**config.mk**
```make
export PLATFORM = sky130hd
export DESIGN_NAME = shift_issue_unit
export DESIGN_NICKNAME = d
export VERILOG_FILES = /design/src/rtl/shift_issue_unit.sv
export SDC_FILE = /design/constraint.sdc
export NUM_CORES = 1
export LEC_CHECK = 0
export CORE_ASPECT_RATIO = 0.8
export CORE_MARGIN = 2
export CORE_UTILIZATION = 40
export DETAILED_ROUTE_END_ITERATION = 8
export PLACE_DENSITY = 0.88
export SLEW_MARGIN = 20
export SYNTH_ARGS = -nofsm -noshare
export SYNTH_HDL_FRONTEND = slang
export SYNTH_SLANG_ARGS = --single-unit
export TNS_END_PERCENT = 1
```
**constraint.sdc**
```tcl
create_clock -name clk -period 2.6 [get_ports clk]
set_clock_uncertainty 0.1 [all_clocks]
set_input_delay 0.52 -clock clk [delete_from_list [all_inputs] [get_ports clk]]
set_output_delay 0.52 -clock clk [all_outputs]
set_load 0.02 [all_outputs]
```
**src/rtl/shift_issue_unit.sv**
```systemverilog
// -----------------------------------------------------------------------------
// shift_issue_unit
//
// Two-stage pipelined front end for the external combinational shifter.
// S1 registers a decoded shift request and drives the shifter inputs from
// those registers. S2 captures the shifter output along with the zero and
// carry flags, the illegal-op flag and the destination tag for writeback.
//
// Ports
//   clk          in   single clock, rising edge
//   rst          in   asynchronous, active-low reset
//   flush        in   synchronous kill of both stages
//   in_valid     in   request valid
//   in_ready     out  request can be accepted this cycle
//   op           in   [2:0] 000 shll, 001 shrl, 010 shra,
//                     100 shllv, 101 shrlv, 110 shrav; x11 illegal
//   rs_val       in   [31:0] value to shift
//   rt_val       in   [31:0] variable shift amount (ops 1xx)
//   imm_shamt    in   [4:0] immediate shift amount (ops 0xx)
//   dst          in   [4:0] destination register tag
//   sh_in        out  [31:0] shifter operand
//   sh_shamt     out  [31:0] shifter amount
//   sh_dir       out  shifter direction, 1 = left
//   sh_arith     out  shifter mode, 1 = arithmetic
//   sh_out       in   [31:0] shifter result
//   out_valid    out  result valid
//   out_ready    in   writeback accepts result
//   result       out  [31:0] shifted value
//   out_dst      out  [4:0] tag of result
//   zero_flag    out  result == 0
//   carry_flag   out  last bit shifted out
//   illegal      out  op was 011/111
// -----------------------------------------------------------------------------
module shift_issue_unit (
    input  logic        clk,
    input  logic        rst,
    input  logic        flush,
    input  logic        in_valid,
    output logic        in_ready,
    input  logic [2:0]  op,
    input  logic [31:0] rs_val,
    input  logic [31:0] rt_val,
    input  logic [4:0]  imm_shamt,
    input  logic [4:0]  dst,
    output logic [31:0] sh_in,
    output logic [31:0] sh_shamt,
    output logic        sh_dir,
    output logic        sh_arith,
    input  logic [31:0] sh_out,
    output logic        out_valid,
    input  logic        out_ready,
    output logic [31:0] result,
    output logic [4:0]  out_dst,
    output logic        zero_flag,
    output logic        carry_flag,
    output logic        illegal
);

    // ---------------- stage 1 state ----------------
    logic        s1_valid;
    logic [31:0] s1_rs;
    logic [31:0] s1_n;
    logic        s1_dir;
    logic        s1_arith;
    logic        s1_illegal;
    logic [4:0]  s1_dst;

    // ---------------- handshake ----------------
    logic s2_adv;
    logic accept;

    assign s2_adv   = s1_valid && (!out_valid || out_ready);
    // rst gates in_ready so the unit never advertises space while held in reset.
    assign in_ready = rst && !flush && (!s1_valid || s2_adv);
    assign accept   = in_valid && in_ready;

    // ---------------- request decode ----------------
    logic        dec_illegal;
    logic        dec_dir;
    logic        dec_arith;
    logic [31:0] dec_n;

    assign dec_illegal = (op[1:0] == 2'b11);
    assign dec_dir     = (op[1:0] == 2'b00);
    assign dec_arith   = (op[1:0] == 2'b10);
    assign dec_n       = op[2] ? rt_val : {27'b0, imm_shamt};

    // NOTE: data registers are reset as well as the valid bits, because the
    // shifter-facing outputs and the result bus must read 0 out of reset.
    // NOTE: sequential state uses non-blocking assignments only, so every
    // register samples pre-edge values regardless of statement order.
    always_ff @(posedge clk or negedge rst) begin
        if (!rst) begin
            s1_valid   <= 1'b0;
            s1_rs      <= '0;
            s1_n       <= '0;
            s1_dir     <= 1'b0;
            s1_arith   <= 1'b0;
            s1_illegal <= 1'b0;
            s1_dst     <= '0;
        end else begin
            if (flush) begin
                s1_valid <= 1'b0;
            end else if (accept) begin
                s1_valid <= 1'b1;
            end else if (s2_adv) begin
                s1_valid <= 1'b0;
            end

            if (accept) begin
                s1_rs      <= rs_val;
                s1_n       <= dec_n;
                s1_dir     <= dec_dir;
                s1_arith   <= dec_arith;
                s1_illegal <= dec_illegal;
                s1_dst     <= dst;
            end
        end
    end

    // ---------------- stage 1 combinational ----------------
    logic        s1_oversize;
    logic        s1_n_zero;
    logic [4:0]  s1_n_m1;
    logic [31:0] s1_shl_m1;
    logic [31:0] s1_shr_m1;
    logic        s1_carry;

    assign s1_oversize = |s1_n[31:5];
    assign s1_n_zero   = (s1_n == 32'd0);

    // Shifting by n-1 puts the last bit shifted out at the edge of the word:
    // left -> bit 31 holds rs[32-n], right -> bit 0 holds rs[n-1].
    assign s1_n_m1   = s1_n[4:0] - 5'd1;
    assign s1_shl_m1 = s1_rs << s1_n_m1;
    assign s1_shr_m1 = s1_rs >> s1_n_m1;

    // NOTE: every signal written here gets a default first so no latch is
    // inferred on any path.
    always_comb begin
        s1_carry = 1'b0;
        if (!s1_illegal && !s1_oversize && !s1_n_zero) begin
            s1_carry = s1_dir ? s1_shl_m1[31] : s1_shr_m1[0];
        end
    end

    assign sh_in    = s1_rs;
    assign sh_dir   = s1_dir;
    assign sh_arith = s1_arith;

    always_comb begin
        sh_shamt = s1_n;
        if (s1_illegal) begin
            sh_shamt = 32'd0;
        end else if (s1_oversize) begin
            sh_shamt = 32'd31;
        end
    end

    // ---------------- stage 2 result selection ----------------
    logic [31:0] s2_result_d;
    logic        s2_zero_d;

    always_comb begin
        s2_result_d = sh_out;
        s2_zero_d   = 1'b0;
        if (s1_illegal) begin
            s2_result_d = s1_rs;
        end else begin
            // Oversize arithmetic right already yields 32 sign copies from
            // a shift by 31; the other modes must be forced to zero.
            if (s1_oversize && !s1_arith) begin
                s2_result_d = 32'd0;
            end
            s2_zero_d = (s2_result_d == 32'd0);
        end
    end

    // ---------------- stage 2 state ----------------
    always_ff @(posedge clk or negedge rst) begin
        if (!rst) begin
            out_valid  <= 1'b0;
            result     <= '0;
            out_dst    <= '0;
            zero_flag  <= 1'b0;
            carry_flag <= 1'b0;
            illegal    <= 1'b0;
        end else begin
            if (flush) begin
                out_valid <= 1'b0;
            end else if (s2_adv) begin
                out_valid <= 1'b1;
            end else if (out_ready) begin
                out_valid <= 1'b0;
            end

            if (s2_adv) begin
                result     <= s2_result_d;
                out_dst    <= s1_dst;
                zero_flag  <= s2_zero_d;
                carry_flag <= s1_carry;
                illegal    <= s1_illegal;
            end
        end
    end

endmodule

```
* Yosys cells after proc, flatten, opt, wreduce, memory -nomap -nowiden
Cells that the tools add are included.
** Word-level totals
- Flip-flop bits (word level) :: 114
- Output and inout bits :: 108
- Word-level logic and storage cells :: 55
** Cells by class
- Add/sub/neg operators :: 1
- Eq/ne operators :: 2
- Shift-type cells :: 2
- Mux-type cells :: 15
- Reduce and logical (&&, ||, !) cells :: 22
** Operators by type and width (number)
- 32-bit two-way mux :: 6
- 32-bit zero test :: 2
- 32-bit by 5-bit left shift with 32-bit output :: 1
- 32-bit by 5-bit right shift with 1-bit output :: 1
- 27-bit OR reduction :: 1
- 1-bit two-way mux :: 9
- 1-bit logical AND :: 7
- 1-bit zero test :: 7
- 3-bit nonzero test :: 2
- 5-bit by 1-bit subtractor with 5-bit output (second input constant) :: 1
- 2-bit == test (second input constant) :: 2
- 2-bit zero test :: 1
- 1-bit logical OR :: 2

* Depth between registers and ports, before layout
Gate-level depths: netlist (run 1).
- Depth after elaboration :: 8
- Mapped depth :: 11
- Gate-level depth less buffers :: 8

* Least setup slack after synthesis (run 1)
No wires, ideal clock.
- Path kind :: flip-flop to flip-flop
- Start :: register s1_n[0]
- End :: register carry_flag
- Library setup time :: 128 ps
- Data arrival time :: 2425 ps
- Data required time :: 2372 ps
- Path slack :: -54 ps
- Cell stages (with the launch flop) :: 11
- Buffers on the path :: 4
- Clock period less this slack :: 2654 ps
- Cells stage by stage :: dfrtp_1 -> buf_6 -> buf_4 -> inv_1 -> ha_1 -> clkbuf_2 -> buf_2 -> mux4_2 -> mux4_2 -> o2111ai_2 -> nand3_1
** On the way
- Word-level cells in the longest chain between the ends :: 4
- Elaborated cells on any way between the ends :: 8
- Classes of those cells :: add/sub (1); shift (2); mux (2); reduce/logical (3)
** RTL lines
- start, declared :: line 62 : logic [31:0] s1_n;
- start signal, assigned :: line 112 : s1_n <= dec_n;
- 5-bit by 1-bit subtractor with 5-bit output / 32-bit zero test (equally long branches) :: line 134, 130
- 32-bit by 5-bit right shift with 1-bit output (tied with other cells) :: line 136 : assign s1_shr_m1 = s1_rs >> s1_n_m1;
- 1-bit two-way mux / 1-bit logical AND (equally long branches) :: line 143, 142
- 1-bit two-way mux (*) :: line 142 : if (!s1_illegal && !s1_oversize && !s1_n_zero) begin
- end signal, assigned :: line 201 : carry_flag <= s1_carry;
- end, declared :: line 55 : output logic carry_flag,
Mark *: on every way between the ends. The rest lies on a longest branch, timed or not.
A chain may end at the register's enable or synchronous reset.

* Final worst setup path (run 1)
- Start :: register s1_n[16]
- End :: output port sh_shamt[4]
** On the way
- Word-level cells in the longest chain between the ends :: 3
** RTL lines
- 27-bit OR reduction :: line 129 : assign s1_oversize = |s1_n[31:5];
- 32-bit two-way mux :: line 155 : end else if (s1_oversize) begin
- 32-bit two-way mux :: line 153 : if (s1_illegal) begin
- end, declared :: line 46 : output logic [31:0] sh_shamt,
Every way passes these cells.

==> results.ini, run 1 <==
[worst_setup_path]
crit_path_end_kind=primary output
setup.worst_path.class=flop to primary output
timing.critical_path.required_ps=1980
critical-path-slowest-cell=dfrtp_1
timing.critical_path.cells=nor4_2 > nand4_1 > nor2_1 > buf_4 > a21oi_1 > clkdlybuf4s15_2
critical_path_peak_fanout=7
critPathArrivalTime_ps=1920
cp-start-kind=flop
timing.reg2reg.worst_path_depth=7
worst_path_largest_cell_delay_ps=390

[pwr]
power.ir.vdd_worst_v=0.000535
static-leakage-power_nw=3.52
power_density_nw_per_um2=819

[routing]
drt-vias-per-instance=5.13
detail_route.wirelength_microns=15800
drc_errors=0
detailedRoute.firstIterationViolations=215
routed-via-count=4611
mean_routed_wirelength_per_cell_microns=17.6
drt.antenna.violating_nets=0
drt_pre_antenna_iters=4

[floorplanning]
dieHeight_microns=110
io_pins=222
die_width_microns=136
start_util=0.411
fp.dieArea_sq_um=14900
num_rows=38
coreArea_sq_um=13600

[timing]
timing.hold.ws_ps=120
finalSetupViolations=0
rsz0062_at_grt=yes
headroom_to_the_max_slew_limit=0.528
period_minus_slack_ps=2540
fmax_mhz=393
final.period_utilization=0.978
setup_tns_ps=0
drv_slew=0
worst_pin_slew_ps=703
report.final.hold_viol_count=0

[clocking]
clkSlewWorstSetupHoldPaths_ps=50
ctsHoldBuffers=0
cts_tree=built
largest_buffer_count_on_any_clock_path=2
h-tree-depth=4
cts.sinks=114
cts_buffers=17
cts_root_cell=clkbuf_16
clk_latency_ps=400

[cells_and_area]
post_route_cells_drive_above_1_share=0.168
fillers=1107
area_growth_syn_to_layout_pct=49.0
finalNetCount=822
antenna_cells_inserted=0
final-instance-count-excl-fill=899

[yosys]
synth_largest_type_area_fraction=0.511
synth_largest_area_cell=dfrtp_1
synth_flop_cell=dfrtp_1
synth.ff_latch_count=114
synth_commonest_cells=114 x dfrtp_1, 102 x nand2_1, 67 x o21ai_0, 43 x mux2_2, 32 x a22oi_1
synth_area_leaders=dfrtp_1 51%, mux2_2 8.7%, nand2_1 6.9%
synth.avg_cell_area_sq_um=11.0
post_synth_instance_area_sq_um=5590
synth-edff-count=0
yosysUniqueCellTypes=40
synthesized_netlist_cell_count=510
most_instantiated_library_cell_after_synthesis=dfrtp_1
synth_seq_area_share=0.511
async_flop_share=1.00
ys.warnings.count=0

[global_routing]
grt_antenna_before_repair=0
grt_util_all_layers=0.215
maximum_number_of_pins_on_one_net_before_global_route_repair=115
grt_pass1_wl_microns=24200
grt_remaining_overflow=0
first_global_vias=4573

[placement]
detailed_place_hpwl_microns=11400
placedCellCount=866
port_buffers=194
place.gp.congestion=0.844

[run]
drv_cap=0

[outcome]
run_status=finished, final reports clean

[min_path]
hold_class=input pin to async pin

## placed cells by master, fill, tap and decap left out, types with 3 or more instances in the layout
cell type	instances
clkdlybuf4s50_1	187
dfrtp_1	114
nand2_1	101
o21ai_0	67
mux2_2	43
a22oi_1	32
conb_1	27
clkbuf_16	17
buf_4	15
mux4_2	11
mux2i_1	9
nor4_1	9
nor2_1	8
mux4_1	6
nor4_2	5
clkinv_2	5
buf_12	5
inv_1	4
a21oi_1	4
nor3_1	3
nand4_1	3
xnor2_1	3
clkbuf_8	3
bufinv_16	3
## what timing repair did
item,in CTS,in global routing
resized for setup,16,8
buffers inserted,0,1
setup endpoints to repair,6,5
pin swaps,1,2
## worst max-delay path, delay by kind of cell, from the launching register on
family,cells,cell delay (ps)
flip-flops,1,390
buffers and inverters,2,430
AO/OA/AOI/OAI,1,70
AND/OR/NAND/NOR,3,610
## final timing paths
check / end / start / slack, ps
setup / recovery: sh_shamt[4] / s1_n[16] / 60
hold / removal: result[10] / rst / 120
setup reg to reg: carry_flag / s1_n[1] / 280
hold reg to reg: result[29] / result[29] / 380
max in group asynchronous: result[23] / rst / 1790
min in group clk: result[29] / result[29] / 380
## stage by stage
| step | power (mW) | setup slack, ps | util | instance area (sq um) |
|---|---|---|---|---|
| 2_1_floorplan | 3.49 | 47.7 | - | 5690 |
| 5_1_grt | 7.15 | -61.5 | 0.612 | 8330 |
| 3_5_place_dp | 4.47 | -60.7 | 0.565 | 7680 |
| 4_1_cts | 6.86 | -31.1 | 0.611 | 8300 |
| 3_3_place_gp | 4.42 | -38.1 | 0.565 | 7680 |
| 6_report | 6.82 | 56.7 | 0.612 | 8330 |
## flip-flops by register name, indices dropped and copies added, names as in the netlist
register / cells
result: 32
illegal: 1
zero_flag: 1
carry_flag: 1
s1_illegal: 1
sh_dir: 1
out_valid: 1
s1_valid: 1
s1_dst: 5
out_dst: 5
sh_arith: 1
sh_in: 32
s1_n: 32
## cell families after synthesis
| group | synth area share |
|---|---|
| and+or+nand+nor | 0.110 |
| DFF | 0.511 |
| AOI/OAI and AO/OA | 0.121 |
| muxes | 0.175 |
| buffers and inverters | 0.0703 |
| xor gates and xnor gates | 0.00762 |
| adders and majority gates | 0.00448 |
| other | 0.000671 |
## power by group
group	internal [mW]	total, mW	switching, mW
clock	1.58	2.36	0.787
sequential	2.09	2.38	0.291
combinational	1.08	2.08	0.996
## per-layer routing
metal,GRT usage,part of all wire,wire [microns]
met5,0,0,0
met4,0.0677,0.018,287
met3,0.0655,0.085,1340
met2,0.343,0.47,7520
met1,0.283,0.42,6690
## area by class of cell
cell class / instances / area, sq um / area share
multi-input cells: 356 / 2500 / 0.300
inverters: 4 / 15.0 / 0.00180
flip-flops and latches: 114 / 2850 / 0.343
clock buffers: 22 / 474 / 0.0569
well taps: 180 / 225 / 0.0270
clock inverters: 10 / 131 / 0.0158
repair buffers: 213 / 2130 / 0.256
No activity file was read; power rests on OpenSTA's default activity.
==> inputs of run 2 (changes only) <==
--- a/config.mk
+++ b/config.mk
@@ -5,11 +5,13 @@
 export SDC_FILE = /design/constraint.sdc
 export NUM_CORES = 1
 export LEC_CHECK = 0
+export CELL_PAD_IN_SITES_DETAIL_PLACEMENT = 1
+export CELL_PAD_IN_SITES_GLOBAL_PLACEMENT = 1
 export CORE_ASPECT_RATIO = 0.8
 export CORE_MARGIN = 2
-export CORE_UTILIZATION = 40
+export CORE_UTILIZATION = 30
 export DETAILED_ROUTE_END_ITERATION = 8
-export PLACE_DENSITY = 0.88
+export PLACE_DENSITY = 0.87
 export SLEW_MARGIN = 20
 export SYNTH_ARGS = -nofsm -noshare
 export SYNTH_HDL_FRONTEND = slang
==> run 2 against run 1 <==
- core utilization is 14 points lower
- non-clock buffer count is 7 higher
- register-to-register slack worse by 50 ps
- clock power is 2% higher
- hold slack worse by 14 ps
- critical path type unchanged
- largest power group is now clock
==> results.ini, run 2 (same netlist as run 1, synthesis figures left out) <==
[outcome]
run_status=finished, final reports clean

[placement]
placedCellCount=945
place.gp.congestion=0.759
detailed_place_hpwl_microns=13600
place_worst_setup_slack_ps=-102
port_buffers=194
dpl_cell_area_sq_um=7830

[worst_setup_path]
worstSetupStartpoint=s1_n[17]
timing.reg2reg.setup_slack_ps=230
timing.reg2reg.worst_path_depth=7
timing.critical_path.required_ps=1980
cp-start-kind=flop
critPathArrivalTime_ps=1920
reg_to_reg_start=s1_n[0]
setup.worst_path.class=flop to primary output
critical_path_peak_fanout=3
crit_path_end_kind=primary output
worst_reg2reg_path_endpoint=carry_flag

[clocking]
clk_latency_ps=420
cts_tree=built
cts_buffers=17
cts_root_cell=clkbuf_16
ctsHoldBuffers=0
h-tree-depth=4
largest_buffer_count_on_any_clock_path=2
clkSlewWorstSetupHoldPaths_ps=60
cts.sinks=114

[pwr]
cellInternalPower_mw=4.78
swShare=0.316
power.switching_mw=2.20
power_density_nw_per_um2=820
combinational_fraction_of_design_power=0.316
static-leakage-power_nw=3.56
finalPower_mw=6.98
clkPwrFrac=0.344
power.ir.vdd_worst_v=0.000465
seqPwrFrac=0.340

[min_path]
hold_class=input pin to async pin

[routing]
drt-vias-per-instance=4.86
detailedRoute.firstIterationViolations=192
routed-via-count=4759
mean_routed_wirelength_per_cell_microns=19.4
drt.antenna.violating_nets=0
detail_route.wirelength_microns=19000
drc_errors=0
drt_pre_antenna_iters=4

[floorplanning]
io_pins=222
die_width_microns=157
fp.dieArea_sq_um=19700
start_util=0.307
dieHeight_microns=126
coreArea_sq_um=18200
num_rows=44

[timing]
final.period_utilization=0.978
period_minus_slack_ps=2540
setup_tns_ps=0
report.final.hold_viol_count=0
fmax_mhz=393
headroom_to_the_max_slew_limit=0.531
rsz0062_at_grt=yes
drv_slew=0
timing.hold.ws_ps=107
worst_pin_slew_ps=704
postLayoutSetupSlackWorst_ps=58.2
finalSetupViolations=0

[global_routing]
grt_remaining_overflow=0
grt_antenna_before_repair=1
grt_pass1_wl_microns=29700
first_global_vias=4997
maximum_number_of_pins_on_one_net_before_global_route_repair=115
grt_util_all_layers=0.200

[cells_and_area]
area_growth_syn_to_layout_pct=52.5
post_route_cells_drive_above_1_share=0.181
mostFrequentLayoutCell=clkdlybuf4s50_1
postLayoutCellArea_sq_um=8520
final-instance-count-excl-fill=980
mostFrequentLayoutCells=187 x clkdlybuf4s50_1, 114 x dfrtp_1, 101 x nand2_1, 67 x o21ai_0, 43 x mux2_2
postLayoutCoreUtil=0.468
finalNetCount=829

[run]
drv_cap=0

==> run 2: worst max-delay path by stage <==
stage                              to  slack [ps]  cells after the start
after floorplan            carry_flag          50                     10
after global placement       in_ready         -50                      5
after detailed placement  sh_shamt[1]        -100                      6
after CTS                 sh_shamt[0]          20                      5
after global routing      sh_shamt[4]         -30                      6
final                     sh_shamt[1]          60                      6
==> run 2: metal layers <==
metal	share of wire	track usage	wire (microns)
met3	0.064	0.0633	1210
met4	0.017	0.0696	320
met5	0	0	0
met2	0.48	0.313	9050
met1	0.44	0.263	8420
==> run 2: critical path, stage by stage (launching register included) <==
cell	delay [ps]
dfrtp_1	390
nor4_2	350
nand4_1	240
nor2_4	180
buf_6	120
a21oi_1	60
buf_2	170
==> run 2: final cells by class <==
class,instances,area [sq um]
Multi-Input combinational cell,356,2540
Fill cell,1969,9700
Inverter,4,15.0
Clock buffer,21,470
Tap cell,253,317
Clock inverter,10,133
Timing Repair Buffer,220,2190
Sequential cell,114,2850
Antenna cell,2,5.00
==> run 2: power by group through the flow <==
stage          registers, mW  clock network [mW]  logic (mW)
3_5_place_dp            2.38                   0        2.19
4_1_cts                 2.37                2.45        2.22
5_1_grt                 2.42                2.55        2.37
6_report                2.38                2.40        2.21
2_1_floorplan           2.59                   0       0.896
3_3_place_gp            2.36                   0        2.16
==> run 2: what timing repair did <==
| action | in CTS | in global routing |
|---|---|---|
| buffers inserted | 1 | 1 |
| gates resized for setup | 30 | 9 |
| cloned | 0 | 0 |
| setup endpoints to repair | 6 | 5 |
| pin swaps | 5 | 5 |
==> inputs of run 3 (changes only) <==
--- a/config.mk
+++ b/config.mk
@@ -12,6 +12,7 @@
 export CORE_UTILIZATION = 30
 export DETAILED_ROUTE_END_ITERATION = 8
 export PLACE_DENSITY = 0.87
+export REMOVE_ABC_BUFFERS = 1
 export SLEW_MARGIN = 20
 export SYNTH_ARGS = -nofsm -noshare
 export SYNTH_HDL_FRONTEND = slang
==> constraint.sdc (replaced) <==
create_clock -name clk -period 2.1 [get_ports clk]
set_clock_uncertainty 0.1 [all_clocks]
set_input_delay 0.42 -clock clk [delete_from_list [all_inputs] [get_ports clk]]
set_output_delay 0.42 -clock clk [all_outputs]
set_load 0.02 [all_outputs]
==> run 3 against run 2 <==
- the run now ends with negative setup slack left
- die area did not move
- cell area up 4.6%
- critical path type unchanged
- via count is 3.1% higher
- critical path depth rose by 1
- global-route usage increased by 0.34 points
- sequential power up 21%
- non-clock buffer count up 42
- first-iteration DRC count is 0.52% higher
- register-to-register slack lost 480 ps
- wire length is 3.5% higher
==> results.ini, run 3 (same netlist as run 1, synthesis figures left out) <==
[worst_setup_path]
crit_path_end_kind=primary output
timing.reg2reg.setup_slack_ps=-250
worst_path_largest_cell_delay_ps=400
critical-path-slowest-cell=dfrtp_1
worst_reg2reg_path_endpoint=result[26]
critPathArrivalTime_ps=2000
timing.critical_path.cells=nor4_2 > nand4_1 > buf_4 > nor2_4 > buf_6 > a21oi_4 > buf_6
cp-start-kind=flop
timing.critical_path.required_ps=1580
worst_path_most_repeated_cell=buf_6
timing.reg2reg.worst_path_depth=10
reg_to_reg_start=s1_n[14]
setup.worst_path.class=flop to primary output
critical_path_peak_fanout=4

[floorplanning]
fp.dieArea_sq_um=19700
coreArea_sq_um=18200
die_width_microns=157
num_rows=44
start_util=0.307
io_pins=222
dieHeight_microns=126

[timing]
postLayoutSetupSlackWorst_ps=-418
fmax_mhz=397
report.final.hold_viol_count=0
drv_slew=0
rsz0062_at_grt=yes
setup_tns_ps=-7940
final.period_utilization=1.20
period_minus_slack_ps=2520
finalSetupViolations=38
worst_pin_slew_ps=646
timing.hold.ws_ps=54.1
headroom_to_the_max_slew_limit=0.569

[routing]
detail_route.wirelength_microns=19700
routed-via-count=4906
mean_routed_wirelength_per_cell_microns=19.3
drt_pre_antenna_iters=4
drt.antenna.violating_nets=0
drc_errors=0
drt-vias-per-instance=4.81
detailedRoute.firstIterationViolations=193

[placement]
port_buffers=194
detailed_place_hpwl_microns=14400
placedCellCount=982
place.gp.congestion=0.772

[run]
drv_cap=0

[cells_and_area]
final-instance-count-excl-fill=1021
multiInputGateArea_sq_um=2560
mostFrequentLayoutCells=185 x clkdlybuf4s50_1, 114 x dfrtp_1, 101 x nand2_1, 58 x buf_4, 54 x o21ai_0
post_route_cells_drive_above_1_share=0.234
fillers=1976
layout.area.seq_sq_um=2850
finalNetCount=871
antenna_cells_inserted=0
area_growth_syn_to_layout_pct=59.5
mostFrequentLayoutCell=clkdlybuf4s50_1

[global_routing]
grt_util_all_layers=0.204
maximum_number_of_pins_on_one_net_before_global_route_repair=115
grt_pass1_wl_microns=30100
grt_antenna_before_repair=2
grt_remaining_overflow=0
first_global_vias=5228

[pwr]
power_density_nw_per_um2=1010
power.ir.vdd_worst_v=0.000508
static-leakage-power_nw=3.78

[clocking]
clk_latency_ps=410
largest_buffer_count_on_any_clock_path=2
cts_tree=built
h-tree-depth=4
cts_buffers=17
clkSlewWorstSetupHoldPaths_ps=60
cts_root_cell=clkbuf_16
cts.sinks=114

[min_path]
hold_class=input pin to async pin

[outcome]
failed_checks=negative setup slack
run_status=complete, but fails checks

## run 3: worst max path at each step
stage | from | endpoint | slack (ps) | cells after the start
after floorplan | out_valid | s1_dst[0] | -1270 | 5
after global placement | s1_n[0] | carry_flag | -250 | 9
after detailed placement | s1_n[16] | sh_shamt[2] | -310 | 6
after CTS | s1_n[6] | sh_shamt[0] | -370 | 7
after global routing | s1_n[14] | sh_shamt[0] | -510 | 7
final | s1_n[14] | sh_shamt[0] | -420 | 7
## run 3: layout make-up
type,count,area share
sequential,114,0.320
multi-input combinational,356,0.287
timing repair buffer,262,0.285
clock buffer,23,0.0536
tap,253,0.0355
clock inverter,9,0.0171
inverter,4,0.00169
## run 3: per-stage QoR
stage                      util  instance area, sq um  power, mW  setup slack (ps)
after global routing      0.489                  8910       9.45              -510
after floorplan               -                  5310       4.22             -1270
after global placement    0.445                  8100       5.73              -248
final                     0.489                  8910       9.03              -418
after CTS                 0.484                  8810       9.06              -370
after detailed placement  0.445                  8100       5.81              -307
## run 3: timing repair
| action | 4_1_cts | 5_1_grt |
|---|---|---|
| hold buffers | 0 | 0 |
| endpoints found under the setup margin | 39 | 40 |
| pin swaps | 5 | 6 |
| setup buffers | 4 | 3 |
| resized for setup | 46 | 16 |
## run 3: metal layers
| metal | part of all wire | routed length, microns | GRT usage |
|---|---|---|---|
| met5 | 0.00066 | 13 | 0 |
| met4 | 0.019 | 372 | 0.0691 |
| met2 | 0.47 | 9280 | 0.331 |
| met1 | 0.43 | 8480 | 0.255 |
| met3 | 0.078 | 1530 | 0.0688 |
## run 3: critical path, delay by kind of cell (launching register included)
kind                   cells  cell delay, ps
buffers and inverters      3             460
flip-flops                 1             400
AND/OR/NAND/NOR            3             680
AO/OA/AOI/OAI              1              50
## run 3: where the power goes
| part | switching [mW] | leakage (nW) | internal, mW | total (mW) |
|---|---|---|---|---|
| clock | 1.03 | 0.299 | 2.08 | 3.10 |
| sequential | 0.301 | 1.45 | 2.59 | 2.89 |
| combinational | 1.46 | 2.04 | 1.59 | 3.04 |
